`config.mk`:
```
export PLATFORM = sky130hd
export DESIGN_NAME = carrd_vseq
export DESIGN_NICKNAME = d
export VERILOG_FILES = /design/src/rtl/v_pkg.sv /design/src/rtl/carrd_vseq_fifo.sv /design/src/rtl/carrd_vseq.sv
export SDC_FILE = /design/constraint.sdc
export NUM_CORES = 1
export LEC_CHECK = 0
export ABC_AREA = 1
export CELL_PAD_IN_SITES_DETAIL_PLACEMENT = 1
export CELL_PAD_IN_SITES_GLOBAL_PLACEMENT = 2
export CORE_MARGIN = 5
export CORE_UTILIZATION = 32
export DETAILED_ROUTE_END_ITERATION = 10
export PLACE_DENSITY_LB_ADDON = 0.1
export SLEW_MARGIN = 10
export SYNTH_ARGS = -nofsm -noshare
export SYNTH_HDL_FRONTEND = slang
export SYNTH_SLANG_ARGS = --single-unit
export TNS_END_PERCENT = 100
```
`constraint.sdc`:
```
create_clock -name clk -period 4.9 [get_ports clk]
set_input_delay 0.49 -clock clk [delete_from_list [all_inputs] [get_ports clk]]
set_output_delay 0.49 -clock clk [all_outputs]
set_load 0.02 [all_outputs]
```
`src/rtl/v_pkg.sv`:
```
// Shared types and constants for the CARRD vector issue sequencer.
// Holds the FSM state encoding, the functional-unit index map, the
// watchdog limit and a one-hot test used on the decoder's unit select.
package v_pkg;

  typedef enum logic [2:0] {
    ST_IDLE   = 3'd0,
    ST_DECODE = 3'd1,
    ST_START  = 3'd2,
    ST_WAIT   = 3'd3,
    ST_COMMIT = 3'd4
  } vseq_state_t;

  localparam int FU_ALU   = 0;
  localparam int FU_MUL   = 1;
  localparam int FU_RED   = 2;
  localparam int FU_SLDU  = 3;
  localparam int FU_LOAD  = 4;
  localparam int FU_STORE = 5;

  localparam logic [15:0] VSEQ_TIMEOUT = 16'hFFFF;

  // True when exactly one bit of v is set (callers zero-extend narrower selects).
  function automatic logic is_onehot(input logic [31:0] v);
    return (v != 32'd0) && ((v & (v - 32'd1)) == 32'd0);
  endfunction

endpackage

```
`src/rtl/carrd_vseq_fifo.sv`:
```
// Circular instruction buffer for the issue sequencer.
// Pointers wrap modulo DEPTH (power of two). A push while full and a pop
// while empty are both ignored; push and pop together keep count unchanged.
module carrd_vseq_fifo #(
  parameter  int WIDTH = 32,
  parameter  int DEPTH = 4,
  localparam int AW    = (DEPTH > 1) ? $clog2(DEPTH) : 1,
  localparam int CW    = $clog2(DEPTH + 1)
) (
  input  logic             clk,
  input  logic             nrst,
  input  logic             push_i,
  input  logic             pop_i,
  input  logic [WIDTH-1:0] wdata_i,
  output logic [WIDTH-1:0] head_o,
  output logic [CW-1:0]    count_o
);

  logic [WIDTH-1:0] mem_q [DEPTH];
  logic [AW-1:0]    rd_q;
  logic [AW-1:0]    wr_q;
  logic [CW-1:0]    cnt_q;
  logic             push_ok;
  logic             pop_ok;

  assign push_ok = push_i && (cnt_q != CW'(DEPTH));
  assign pop_ok  = pop_i && (cnt_q != '0);
  assign head_o  = mem_q[rd_q];
  assign count_o = cnt_q;

  // Storage, pointers and occupancy; pointers wrap naturally at DEPTH.
  always_ff @(posedge clk or negedge nrst) begin
    if (!nrst) begin
      for (int i = 0; i < DEPTH; i++) begin
        mem_q[i] <= '0;
      end
      rd_q  <= '0;
      wr_q  <= '0;
      cnt_q <= '0;
    end else begin
      if (push_ok) begin
        mem_q[wr_q] <= wdata_i;
        wr_q        <= wr_q + AW'(1);
      end
      if (pop_ok) begin
        rd_q <= rd_q + AW'(1);
      end
      case ({push_ok, pop_ok})
        2'b10:   cnt_q <= cnt_q + CW'(1);
        2'b01:   cnt_q <= cnt_q - CW'(1);
        default: cnt_q <= cnt_q;
      endcase
    end
  end

endmodule

```
`src/rtl/carrd_vseq.sv`:
```
// In-order issue sequencer for the CARRD vector coprocessor.
// Buffers instructions, holds one stable for decode, starts the selected
// unit, waits for its done pulse and pulses commit.
// Optional feature macro: CARRD_VSEQ_TIMEOUT_EN enables a 16-bit WAIT
// watchdog that sets a sticky timeout_err and forces the commit.
module carrd_vseq
  import v_pkg::*;
#(
  parameter  int NUM_FU = 6,
  parameter  int QDEPTH = 4,
  localparam int CW     = $clog2(QDEPTH + 1)
) (
  input  logic              clk,
  input  logic              nrst,
  input  logic              instr_valid,
  output logic              instr_ready,
  input  logic [31:0]       instr_in,
  output logic [31:0]       issue_instr,
  output logic              issue_valid,
  input  logic [NUM_FU-1:0] dec_fu_sel,
  input  logic              dec_is_vconfig,
  output logic [NUM_FU-1:0] fu_start,
  input  logic [NUM_FU-1:0] fu_done,
  output logic              vconfig_wr_en,
  output logic              commit,
  output logic              busy,
  output logic [CW-1:0]     q_count,
  output logic [31:0]       retired,
  output logic              illegal,
  output logic              timeout_err
);

  vseq_state_t       state_q;
  logic [31:0]       issue_instr_q;
  logic              issue_valid_q;
  logic [NUM_FU-1:0] sel_q;
  logic [NUM_FU-1:0] fu_start_q;
  logic              vconfig_wr_en_q;
  logic              commit_q;
  logic              illegal_q;
  logic [31:0]       retired_q;
  logic [31:0]       head_s;
  logic              push_s;
  logic              pop_s;
  logic              done_hit_s;
  logic              wdog_fire_s;

  assign instr_ready = (q_count < CW'(QDEPTH));
  assign push_s      = instr_valid && instr_ready;
  // The head is consumed whenever the FSM is free to load a new instruction.
  assign pop_s       = ((state_q == ST_IDLE) || (state_q == ST_COMMIT)) && (q_count != '0);
  assign done_hit_s  = ((fu_done & sel_q) != '0);

  carrd_vseq_fifo #(.WIDTH(32), .DEPTH(QDEPTH)) u_fifo (
    .clk     (clk),
    .nrst    (nrst),
    .push_i  (push_s),
    .pop_i   (pop_s),
    .wdata_i (instr_in),
    .head_o  (head_s),
    .count_o (q_count)
  );

`ifdef CARRD_VSEQ_TIMEOUT_EN
  logic [15:0] wdog_q;
  logic        timeout_err_q;

  assign wdog_fire_s = (state_q == ST_WAIT) && !done_hit_s && (wdog_q == VSEQ_TIMEOUT);
  assign timeout_err = timeout_err_q;

  // Watchdog: cleared in START, counts WAIT cycles, sticky error on expiry.
  always_ff @(posedge clk or negedge nrst) begin
    if (!nrst) begin
      wdog_q        <= 16'd0;
      timeout_err_q <= 1'b0;
    end else begin
      if (state_q == ST_START) begin
        wdog_q <= 16'd0;
      end else if (state_q == ST_WAIT) begin
        wdog_q <= wdog_q + 16'd1;
      end else begin
        wdog_q <= wdog_q;
      end
      if (wdog_fire_s) begin
        timeout_err_q <= 1'b1;
      end
    end
  end
`else
  assign wdog_fire_s = 1'b0;
  assign timeout_err = 1'b0;
`endif

  // Issue FSM with registered handshake pulses and retire counter.
  always_ff @(posedge clk or negedge nrst) begin
    if (!nrst) begin
      state_q         <= ST_IDLE;
      issue_instr_q   <= 32'd0;
      issue_valid_q   <= 1'b0;
      sel_q           <= '0;
      fu_start_q      <= '0;
      vconfig_wr_en_q <= 1'b0;
      commit_q        <= 1'b0;
      illegal_q       <= 1'b0;
      retired_q       <= 32'd0;
    end else begin
      fu_start_q      <= '0;
      vconfig_wr_en_q <= 1'b0;
      commit_q        <= 1'b0;
      illegal_q       <= 1'b0;
      case (state_q)
        ST_IDLE: begin
          if (pop_s) begin
            issue_instr_q <= head_s;
            issue_valid_q <= 1'b1;
            state_q       <= ST_DECODE;
          end
        end
        ST_DECODE: begin
          // vconfig takes priority; otherwise only a one-hot select is issuable.
          if (dec_is_vconfig) begin
            vconfig_wr_en_q <= 1'b1;
            commit_q        <= 1'b1;
            retired_q       <= retired_q + 32'd1;
            state_q         <= ST_COMMIT;
          end else if (is_onehot(32'(dec_fu_sel))) begin
            sel_q      <= dec_fu_sel;
            fu_start_q <= dec_fu_sel;
            state_q    <= ST_START;
          end else begin
            illegal_q <= 1'b1;
            commit_q  <= 1'b1;
            retired_q <= retired_q + 32'd1;
            state_q   <= ST_COMMIT;
          end
        end
        ST_START: begin
          state_q <= ST_WAIT;
        end
        ST_WAIT: begin
          if (done_hit_s || wdog_fire_s) begin
            commit_q  <= 1'b1;
            retired_q <= retired_q + 32'd1;
            state_q   <= ST_COMMIT;
          end
        end
        ST_COMMIT: begin
          if (pop_s) begin
            issue_instr_q <= head_s;
            state_q       <= ST_DECODE;
          end else begin
            issue_valid_q <= 1'b0;
            state_q       <= ST_IDLE;
          end
        end
        default: begin
          issue_valid_q <= 1'b0;
          state_q       <= ST_IDLE;
        end
      endcase
    end
  end

  assign issue_instr   = issue_instr_q;
  assign issue_valid   = issue_valid_q;
  assign fu_start      = fu_start_q;
  assign vconfig_wr_en = vconfig_wr_en_q;
  assign commit        = commit_q;
  assign illegal       = illegal_q;
  assign retired       = retired_q;
  assign busy          = (state_q != ST_IDLE) || (q_count != '0);

endmodule
```
Word level (Yosys, flattened, before mapping):

Index checks and enable logic that the tools add are counted.

* register bits: 218
* bits of input ports: 48
* output and inout port bits: 80
* logic and storage cells: 97

* $add $sub $neg: 6
* order comparisons: 4
* eq/ne operators: 11
* mux-type cells: 31
* bitwise logic cells: 6
* reduce and logical (&&, ||, !) cells: 23

Operator list (number)
* two-way mux 32 bit: 6
* bitwise mux 128 bit: 1
* binary-select mux 32 bit (select 2 bit): 1
* demux 32 bit (select 2 bit): 1
* one-hot mux 32 bit (2 select lines): 1
* adder 32 x 1 -> 32 bit, second input constant: 1
* AND 6 x 32 -> 32 bit: 1
* zero test 32 bit: 1
* two-way mux 6 bit: 3
* one-hot mux 3 bit (5 select lines): 1
* two-way mux 3 bit: 4
* nonzero test 6 bit: 2
* two-way mux 1 bit: 10
* AND reduction 3 bit: 3
* subtractor 6 x 1 -> 7 bit, second input constant: 1
* AND 6 bit: 1
* == test 3 x 2 -> 1 bit, second input constant: 2
* greater-or-equal comparator 3 bit, second input constant: 2
* logical AND 1 bit: 6
* != test 3 bit, second input constant: 2
* inverter 2 -> 3 bit: 2
* one-hot mux 3 bit (2 select lines): 1
* nonzero test 3 bit: 2
* adder 2 x 1 -> 2 bit, second input constant: 2
* other kinds (19): 24

Logic depth before layout (Yosys ltp):

* depth after elaboration: 7
* gate-level depth with buffers: 10

Modules after synthesis:

Synthesis repeated with hierarchy kept, for this count alone.

* cells, all modules: 1422
* area, all modules: 11015.6 um2

Modules (own cells, without submodules)
* carrd_vseq_fifo: instances 1, cells an instance 839, area each 6706.4 um2, sequential area each 3378.2 um2
* carrd_vseq: instances 1, cells an instance 583, area each 4309.1 um2, sequential area each 2077.0 um2

Worst setup path before layout:

No wires, ideal clock.

* path type: reg2reg
* start point: register u_fifo.cnt_q[2] (netlist: u_fifo.count_o[2])
* end point: register u_fifo.cnt_q[2] (netlist: u_fifo.count_o[2])
* setup time: 0.134 ns
* arrival time: 2.098 ns
* required time: 4.766 ns
* path slack: 2.669 ns
* stages on the path, launching flop included: 10
* path buffers: 1
* path through: dfrtp_1 > inv_1 > a31oi_2 > buf_2 > ha_1 > inv_1 > fa_1 > a21oi_1 > o21ai_0 > xor2_1

* longest elaborated chain between the ends: 5
* elaborated cells on any way between the ends: 13
* those cells by class: add/sub: 2; order compare: 1; eq/ne: 3; mux: 1; reduce/logical: 6

Ends and longest elaborated chain
* from (decl): RTL line carrd_vseq_fifo.sv:22 `logic [CW-1:0] cnt_q;`
* from (signal assigned): RTL line carrd_vseq_fifo.sv:49 `2'b10: cnt_q <= cnt_q + CW'(1);`
* from (signal assigned): RTL line carrd_vseq_fifo.sv:50 `2'b01: cnt_q <= cnt_q - CW'(1);`
* from (signal assigned): RTL line carrd_vseq_fifo.sv:51 `default: cnt_q <= cnt_q;`
* less-than comparator 3 bit *: RTL line carrd_vseq.sv:48 `assign instr_ready = (q_count < CW'(QDEPTH));`
* via instr_ready: RTL line carrd_vseq.sv:16 `output logic instr_ready,`
* logical AND 1 bit *: RTL line carrd_vseq.sv:49 `assign push_s = instr_valid && instr_ready;`
* logical AND 1 bit *: RTL line carrd_vseq_fifo.sv:26 `assign push_ok = push_i && (cnt_q != CW'(DEPTH));`
* == test 2 x 1 -> 1 bit or == test 2 bit (tied branches): RTL line carrd_vseq_fifo.sv:48 `case ({push_ok, pop_ok})`
* one-hot mux 3 bit (2 select lines) or nonzero test 2 bit (tied branches)

The timed path passes the listed nets; every way through them passes the cells marked *.
A chain may end at the register's enable or synchronous reset.

Worst setup path after layout:

* start point: register state_q[1]
* end point: register u_fifo.cnt_q[2] (netlist: u_fifo.count_o[2])

* longest elaborated chain between the ends: 6
* elaborated cells on any way between the ends: 9
* those cells by class: eq/ne: 3; mux: 1; reduce/logical: 5

Ends and longest elaborated chain
* from (decl): RTL line carrd_vseq.sv:33 `vseq_state_t state_q;`
* from (signal assigned): RTL line carrd_vseq.sv:97 `state_q <= ST_IDLE;`
* from (signal assigned): RTL line carrd_vseq.sv:116 `state_q <= ST_DECODE;`
* from (signal assigned): RTL line carrd_vseq.sv:125 `state_q <= ST_COMMIT;`
* == test 3 bit or zero test 3 bit (tied branches): RTL line carrd_vseq.sv:51 `assign pop_s = ((state_q == ST_IDLE) || (state_q == ST_COMMIT)) && (q_count != '0);`
* logical OR 1 bit *: RTL line carrd_vseq.sv:51
* logical AND 1 bit *: RTL line carrd_vseq.sv:51
* logical AND 1 bit *: RTL line carrd_vseq_fifo.sv:27 `assign pop_ok = pop_i && (cnt_q != '0);`
* == test 2 x 1 -> 1 bit or == test 2 bit (tied branches): RTL line carrd_vseq_fifo.sv:48
* one-hot mux 3 bit (2 select lines) or nonzero test 2 bit (tied branches)

Every way passes the cells marked *; elsewhere a longest branch is shown, timed or not.

==> summary.md <==
| Metric | Value |
|---|---|
| Leakage power | `slightly below 6 nW` |
| Synth warnings | `0` |
| Die height | `between 150 and 200 um` |
| Final Core Density | `approximately two fifths` |
| Fin. Hold Viols | `0` |
| Gr usage total | `about 17%` |
| Synth Flop Type | `dfrtp_1` |
| Flop-to-flop setup slack | `roughly 2200 ps` |
| Post-synth ARST share | `100%` |
| Die area | `35200 um^2` |
| Net switching power figure | `3.03 mW` |
| Synthesized flop and latch total | `roughly 220` |
| Cts hold-fix bufs | `0` |
| Fillers | `3746` |
| Routed length per instance | `16.8 um` |
| Chip width | `188 um` |
| # setup viols final | `0` |
| Worst path cell trace | `inv_2 -> nand2_1 -> a31oi_4 -> buf_4 -> ha_1 -> inv_1 -> fa_1 -> a21oi_1 -> o21ai_0 -> xor2_1` |
| Initial DRC count | `approximately 360` |
| Max-slew headroom | `around 24%` |
| Comb power frac | `between 30% and 40%` |
| Fin cells | `around 1800` |
| WS Path Type | `flip-flop to flip-flop` |
| CTS root buffer | `clkbuf_16` |
| Area Overhead vs Synth | `23.6%` |
| Cells after DPL | `about 1700` |
| DP Wirelength | `18.1 mm` |
| Clock buffer depth | `3` |
| Syn Nets | `between 1000 and 1500` |
| Global route total overflow | `0` |
| Port Buffer Count | `~130` |
| Initial antenna violation count | `0` |
| Vias in the first global route | `approximately 9100` |
| Clock latency on the worst-skew pair | `530 ps` |
| Post CTS Setup Buffer Count | `0` |
| VDD IR max | `between 0.2 and 0.3 mV` |
| Initial core utilization | `around a third` |
| Commonest non-fill, non-tap cell in the layout | `nand2_1` |
| R2r endpoint | `u_fifo.count_o[2]` |
| Worst Path Required | `5290 ps` |
| Max FO, Critical Path | `67` |
| Fin crit share | `between 50 and 60%` |
| Via density | `approximately 4.8` |
| Fin Clk Skew | `10.2 ps` |
| Via count | `between 8000 and 9000` |
| Clk network pwr share | `24.4%` |
| Final ANT Viol Nets | `0` |
| Overall power | `approximately 7.8 mW` |
| Synth Cell Area | `about 10000 um^2` |
| RD Place Congestion | `between 0.7 and 0.8` |
| Share of cells above drive strength 1 | `5.77%` |
| Max incr delay on CP | `about 650 ps` |
| Final worst slack | `approximately 2200 ps` |
| Synth cell types | `33` |
| Critical Path Start Type | `flip-flop` |
| Most frequent cells in the layout | `338 x nand2_1, 218 x nor2_1, 217 x dfrtp_1` |
| Worst Max-Slew Pin Slew | `between 1000 and 1500 ps` |
| Largest net degree at the start of global routing | `approximately 110` |
| Rows | `65` |
| CTS tree | `yes` |
| First-pass iteration count of the detailed router | `4` |
| First-pass GRT wire length | `approximately 49 mm` |
| Post-route cell area | `around 12000 um^2` |
| Switching share of power | `39.0%` |
| Unrepaired setup endpoints after global routing | `no` |
| Min-delay worst type | `primary input to async pin` |
| Nets | `approximately 1400` |
| Pwr dens | `623 nW/um^2` |
| Worst-path clk slew | `about 50 ps` |
| Post-synthesis average cell area | `8.17 um^2` |
| Antenna diodes | `0` |
| Worst setup EP type | `flip-flop` |
| H-tree depth | `1` |
| Post_cts resized | `0` |
| Max Cap Viol | `0` |
| Sequential Power Share | `37.7%` |
| WL final | `29.4 mm` |
| Fmax | `around 370 MHz` |
| Post-Place Worst Slack | `2190 ps` |
| Run status | `complete, no violations` |
| CTS sink cnt | `roughly 220` |
| DRC viols | `0` |
| Instance area at placement | `11600 um^2` |
| FF-to-FF Start | `state_q[1]` |
| IO Pins | `between 100 and 150` |
| Reg2Reg Depth | `10` |
| Final Critical Period | `approximately 2700 ps` |
| Post-synth EDFFs | `0` |
| CP arrival | `roughly 3100 ps` |
| Slowest-stage cell, CP | `buf_4` |
| Pint | `~4.7 mW` |
| Post-synthesis sequential area ratio | `about 54%` |
| Hold Worst Slack | `between 20 and 30 ps` |
| Core footprint | `about 31000 um^2` |
| CTS buffer count | `27` |
| Setup TNS Final | `0 ps` |
| Max-slew violation count | `0` |
| Cells after synthesis | `roughly 1200` |
## synth_stat cells (2+ instances only)
library cell	instances	area share [%]
a31oi_1	32	2.0
nand4_1	32	2.0
buf_6	3	0.33
clkbuf_1	29	1.1
nand3_1	4	0.20
inv_1	57	2.1
ha_1	6	0.74
buf_2	28	1.4
nor2_4	2	0.22
nand2_2	5	0.31
xor2_1	15	1.3
buf_1	4	0.15
xnor2_1	5	0.43
inv_2	6	0.22
nand3b_1	15	1.1
a21oi_1	3	0.15
nor2_1	218	8.1
nand2_4	5	0.56
nor2_2	5	0.31
o21ai_1	15	0.74
o21ai_0	180	8.9
nand2_1	338	13
dfrtp_1	218	54
## cell type report
| type | count | area [um^2] | share of cell area, % |
|---|---|---|---|
| Sequential cell | 218 | 5460 | 43.7 |
| Multi-Input combinational cell | 889 | 4110 | 32.9 |
| Timing Repair Buffer | 134 | 1330 | 10.6 |
| Clock buffer | 43 | 816 | 6.54 |
| Tap cell | 402 | 503 | 4.03 |
| Inverter | 63 | 236 | 1.90 |
| Clock inverter | 5 | 28.8 | 0.231 |
## power by group through the flow
stage               logic [mW]  registers [mW]  clock network [mW]
floorplan                 1.82            3.07                   0
global placement          2.95            2.94                   0
detailed placement        3.02            2.95                   0
CTS                       3.03            2.93                1.96
global route              3.36            3.01                2.03
finish                    2.95            2.93                1.90
## routing by layer
| metal | global-route usage (%) | up-vias | routed length [um] |
|---|---|---|---|
| met1 | 22.9 | 4067 | 14600 |
| met5 | 0 | - | 0 |
| met2 | 28.2 | 125 | 13500 |
| li1 | - | 4184 | - |
| met4 | 3.05 | 0 | 419 |
| met3 | 2.25 | 30 | 873 |
## how the worst max path moves through the flow
stage / start / cells after the start / slack [ps] / end
global placement: state_q[1] / 10 / 2270 / u_fifo.count_o[2]
global route: state_q[0] / 10 / 1990 / u_fifo.count_o[2]
detailed placement: state_q[0] / 10 / 2190 / u_fifo.count_o[2]
finish: state_q[1] / 10 / 2190 / u_fifo.count_o[2]
floorplan: u_fifo.count_o[2] / 9 / 2670 / u_fifo.count_o[2]
CTS: state_q[0] / 10 / 2180 / u_fifo.count_o[2]
## state kept, by name (all words and copies together) (netlist names)
signal and cells:
vconfig_wr_en 1, sel_q 6, retired 32, state_q 3
issue_instr 32, u_fifo.wr_q 2, u_fifo.mem_q 128, u_fifo.rd_q 2
issue_valid 1, fu_start 6, illegal 1, u_fifo.count_o 3
commit 1
## cells by family (layout without fill, tap and decap cells)
family          count (synthesis)  count (layout)  share of synthesized area [%]
compound gates                231             231                           11.9
xor+xnor                       20              20                           1.74
fa+ha+maj                       8               8                           1.04
buf+inv                       128             245                           5.37
flops                         218             218                           54.0
other cells                     1               1                         0.0371
simple gates                  629             629                           25.9
## worst max-delay path: cells and delay by family, from the launching register on
kind / cells / cell delay [ps]
DFF: 1 / 410
adders and majority gates: 2 / 650
xor gates and xnor gates: 1 / 160
AOI/OAI and AO/OA: 3 / 460
and+or+nand+nor: 1 / 100
buffers and inverters: 3 / 800
No activity file was read; power rests on OpenSTA's default activity.
==> patch 1 (same settings) <==
Set the parameter `NUM_FU` to 5 (it was 6).
--- a/src/rtl/carrd_vseq.sv
+++ b/src/rtl/carrd_vseq.sv
@@ -8,3 +8,3 @@
 #(
-  parameter  int NUM_FU = 6,
+  parameter  int NUM_FU = 5,
   parameter  int QDEPTH = 4,
Interface: changed (resized dec_fu_sel, fu_done and fu_start); port bits go from 128 to 125. No check against the original RTL was run, so the function may have changed too.
==> patch 1 against the original RTL <==
Routed wire length increased by 0.37%. Combinational power about the same. Sequential power about the same. Global-route usage increased by 0.34 points. Setup slack got worse by 0.19 ns. Hold slack improved by 0.032 ns. Synthesized area decreased by 0.29%. Total power increased by 2.2%. Sequential cell count decreased by 2. Final area about the same. Highest routed layer unchanged.
==> patch 1: results (changes against the original RTL) <==
metric;value;unit;change
route.met3.wl;863;µm;-1.1%
grt_pass1_wl;49100;µm;+0.62%
cp_max_fo;12;;-82%
worstPathArrival;2.41;ns;-0.69 ns
slowest_delay;0.61;ns;-0.04 ns
ir_drop;0.286;mV;+10%
fin_nets;1366;;-1.6%
io_buffers;123;;-2.4%
syn_nets;1270;;-1.6%
leakagePower;5.70;nW;-1.3%
finClkSkew;0.0124;ns;+0.00218 ns
track_usage;16.9;%;+0.34 points
place.gp.congestion;0.757;;+0.24%
p_sw_share;39.0;%;about the same
dp_hpwl;18200;µm;+0.96%
status;complete, no violations;;
crit_slowest_cell;clkdlybuf4s50_1;;
grt_pass1_vias;9031;;-0.28%
yosysUniqueCellTypes;34;;+3.0%
met1_length;14000;µm;-4.3%
drt-initial-drc-count;396;;+10%
wl_met2;14100;µm;+4.4%
pre_cts_slack;2.20;ns;+0.0149 ns
fill_cells;3697;;-1.3%
grt_max_degree;121;;+15%
final_layout_size_suffix_gt1_share;7.87;%;+2.1 points
first_pass_iters;5;;+1
wl_per_cell;17.0;µm;+1.4%
viasPerCell;4.82;;+0.53%
netlist_top_cells_count;310 x nand2_1, 216 x dfrtp_1, 208 x nor2_1;;
synthTopCellsByArea;dfrtp_1 54%, nand2_1 12%, o21ai_0 9.9%, nor2_1 7.8%, nand4_1 2.1%;;
relSlewSlack;34.8;%;+11 points
yosysSeqAreaShare;53.7;%;-0.34 points
-- patch 1: cell count changes after synthesis, sizes merged, moves of 2 or more --
cell / unedited run / this run
o21ai: 195 / 199
xor2: 15 / 12
clkbuf: 29 / 22
nand2: 348 / 325
nand4: 32 / 34
dfrtp: 218 / 216
xnor2: 5 / 7
nand3: 6 / 8
buf: 36 / 44
-- patch 1: through the flow --
step | cell area [µm²] | hold slack, ns | cells
after floorplan | 10100 | 0.194 | 1217
after global placement | 11600 | 0.459 | 1686
after detailed placement | 11600 | 0.468 | 1686
after CTS | 12500 | 0.0850 | 1736
after global routing | 12500 | 0.133 | 1736
final | 12500 | 0.0577 | 1736
-- patch 1: worst register-to-register path, stage by stage, from the launching register on --
cell	delay [ns]
dfrtp_1	0.41
nor2_1	0.14
inv_2	0.06
a31oi_4	0.41
ha_1	0.23
inv_1	0.07
fa_1	0.39
a21oi_1	0.14
o21ai_0	0.11
xor2_1	0.15
-- patch 1: routing by layer --
| metal | vias up | track usage [%] |
|---|---|---|
| met5 | - | 0 |
| met4 | 0 | 3.41 |
| met3 | 33 | 2.22 |
| met2 | 118 | 30.0 |
| met1 | 4089 | 22.2 |
| li1 | 4124 | - |
-- patch 1: worst paths after layout --
path	from	to	slack, ns	depth (start not counted)
setup / recovery	state_q[0]	busy	2.00	6
hold / removal	nrst	fu_start[1]	0.06	1
setup reg to reg	state_q[0]	u_fifo.count_o[2]	2.66	9
hold reg to reg	u_fifo.mem_q[82]	u_fifo.mem_q[82]	0.48	2
max in group asynchronous	nrst	u_fifo.rd_q[0]	3.69	2
min in group clk	u_fifo.mem_q[82]	u_fifo.mem_q[82]	0.48	2
-- patch 1: layout make-up --
class                   instances  share of cell area, %
repair buffers                133                   10.6
multi-input cells             872                   32.7
clock buffers                  35                   6.06
well taps                     402                   4.03
flip-flops and latches        216                   43.3
clock inverters                15                   1.35
inverters                      63                   1.90
-- patch 1: power groups by stage --
stage / sequential [mW] / clock (mW) / combinational, mW
detailed placement: 2.95 / 0 / 3.04
CTS: 2.93 / 2.13 / 3.06
global placement: 2.93 / 0 / 2.97
floorplan: 3.06 / 0 / 1.85
global route: 3.01 / 2.19 / 3.37
finish: 2.92 / 2.06 / 2.96
-- patch 1: kinds of logic (layout without fill, tap and decap cells) --
group | after synthesis | in the layout | synth area share, %
other cells | 1 | 1 | 0.0373
compound gates | 236 | 236 | 12.4
buf+inv | 129 | 246 | 5.74
fa+ha+maj | 8 | 8 | 1.04
flops | 216 | 216 | 53.7
xor+xnor | 19 | 19 | 1.65
simple gates | 608 | 608 | 25.5
==> patch 2 (same flow settings) <==
Made on the original files. Register the output `q_count`; this adds one clock of latency there. The other outputs are not delayed to match.
--- a/src/rtl/carrd_vseq.sv
+++ b/src/rtl/carrd_vseq.sv
@@ -32,2 +32,4 @@
 
+  logic [CW-1:0] q_count_d;
+
   vseq_state_t       state_q;
@@ -47,6 +49,6 @@
 
-  assign instr_ready = (q_count < CW'(QDEPTH));
+  assign instr_ready = (q_count_d < CW'(QDEPTH));
   assign push_s      = instr_valid && instr_ready;
   // The head is consumed whenever the FSM is free to load a new instruction.
-  assign pop_s       = ((state_q == ST_IDLE) || (state_q == ST_COMMIT)) && (q_count != '0);
+  assign pop_s       = ((state_q == ST_IDLE) || (state_q == ST_COMMIT)) && (q_count_d != '0);
   assign done_hit_s  = ((fu_done & sel_q) != '0);
@@ -60,3 +62,3 @@
     .head_o  (head_s),
-    .count_o (q_count)
+    .count_o (q_count_d)
   );
@@ -170,3 +172,7 @@
   assign retired       = retired_q;
-  assign busy          = (state_q != ST_IDLE) || (q_count != '0);
+  assign busy          = (state_q != ST_IDLE) || (q_count_d != '0);
+
+  always_ff @(posedge clk) begin
+    q_count <= q_count_d;
+  end
 
Behaviour: not the same (a bounded check fails within 4 cycles, from zero or initial values and one cycle with nrst low).
==> patch 2 against the original RTL <==
The flow now finishes with violations (negative hold slack). Final area up 1.0%. Maximum frequency up 6.9%. Total power up 2.1%. Global-route usage up 0.19 points. Synthesized area up 0.62%. Setup slack better by 0.17 ns. Routed wire length up 1.2%. Sequential cell count up 3. Largest power group is now sequential cells.
==> patch 2: results (changes against the original RTL) <==
metric;value;unit;change
track_usage;16.8;%;+0.19 points
grt_pass1_wl;49200;µm;+0.95%
clk_share;7.25;%;+0.48 points
synth-seq-cells;221;;+1.4%
worstSetupEndpoint;busy;;
pre_cts_slack;2.17;ns;-0.0127 ns
drt-initial-drc-count;368;;+2.5%
yosysSeqAreaShare;54.3;%;+0.26 points
power_frac_comb;36.9;%;-1.0 points
dp_hpwl;18300;µm;+1.1%
synthTopCellsByArea;dfrtp_1 54%, nand2_1 13%, o21ai_0 9.6%, nor2_1 8.1%, inv_1 2.0%;;
met2_usage;28.4;%;+0.15 points
ir_drop;0.287;mV;+11%
cp_max_fo;4;;-94%
netlist_top_cells_count;340 x nand2_1, 220 x nor2_1, 218 x dfrtp_1;;
route.met3.wl;1080;µm;+23%
leakagePower;5.80;nW;+0.59%
r2r_start;sel_q[4];;
seq_share;43.8;%;about the same
worstRegToRegCells;8;;-2
met1_length;14700;µm;+0.90%
synthArstFlopShare;98.6;%;-1.4 points
hold_violations;13;;+13
multi_input_area_share;32.5;%;-0.47 points
rrSetupSlack;2.70;ns;+0.51 ns
relSlewSlack;24.3;%;+0.28 points
fin_ws;2.36;ns;+0.174 ns
finClkSkew;0.0104;ns;+0.000155 ns
wl_per_cell;16.9;µm;+0.90%
num_vias;8497;;+1.1%
multi_input_cells;891;;+0.22%
failed_checks;negative hold slack;;
bufAreaShareNonClock;10.7;%;+0.050 points
syn_nets;1294;;+0.31%
fill_cells;3789;;+1.1%
fin_nets;1393;;+0.36%
met1_usage;23.2;%;+0.31 points
clock_buffers;39;;-9.3%
slowest_delay;0.59;ns;-0.06 ns
grt_max_degree;129;;+23%
worstPathArrival;2.05;ns;-1.05 ns
worst_hold_slack;-0.0255;ns;-0.0512 ns
status;finished with violations;;
p_seq_share;37.5;%;-0.2 points
syn_area;0.0102;mm²;+0.62%
grt_pass1_vias;9176;;+1.3%
patch 2: changes by cell type in the layout (fill, tap and decap cells not counted), sizes merged, moves of 2 or more:
cell,unedited run,this run
clkinv,4,7
dfxtp,0,3
nor2,225,227
bufinv,0,2
inv,64,62
clkbuf,43,39
patch 2: metrics by stage:
step / power (mW) / area [µm²] / util (%) / instances
global route: 8.60 / 12600 / 40.0 / 1760
detailed placement: 6.01 / 11700 / 37.1 / 1711
global placement: 5.91 / 11700 / 37.1 / 1711
floorplan: 4.92 / 10200 / - / 1239
finish: 7.94 / 12600 / 40.0 / 1760
CTS: 8.09 / 12600 / 40.0 / 1760
patch 2: kinds of logic (layout without fill, tap and decap cells):
kind of cell | count (synthesis) | after routing | share of synthesized area (%)
AOI/OAI and AO/OA | 230 | 230 | 11.8
xor gates and xnor gates | 20 | 20 | 1.72
adders and majority gates | 8 | 8 | 1.03
buffers and inverters | 127 | 246 | 5.48
DFF | 221 | 221 | 54.3
other | 1 | 1 | 0.0369
and+or+nand+nor | 632 | 632 | 25.7
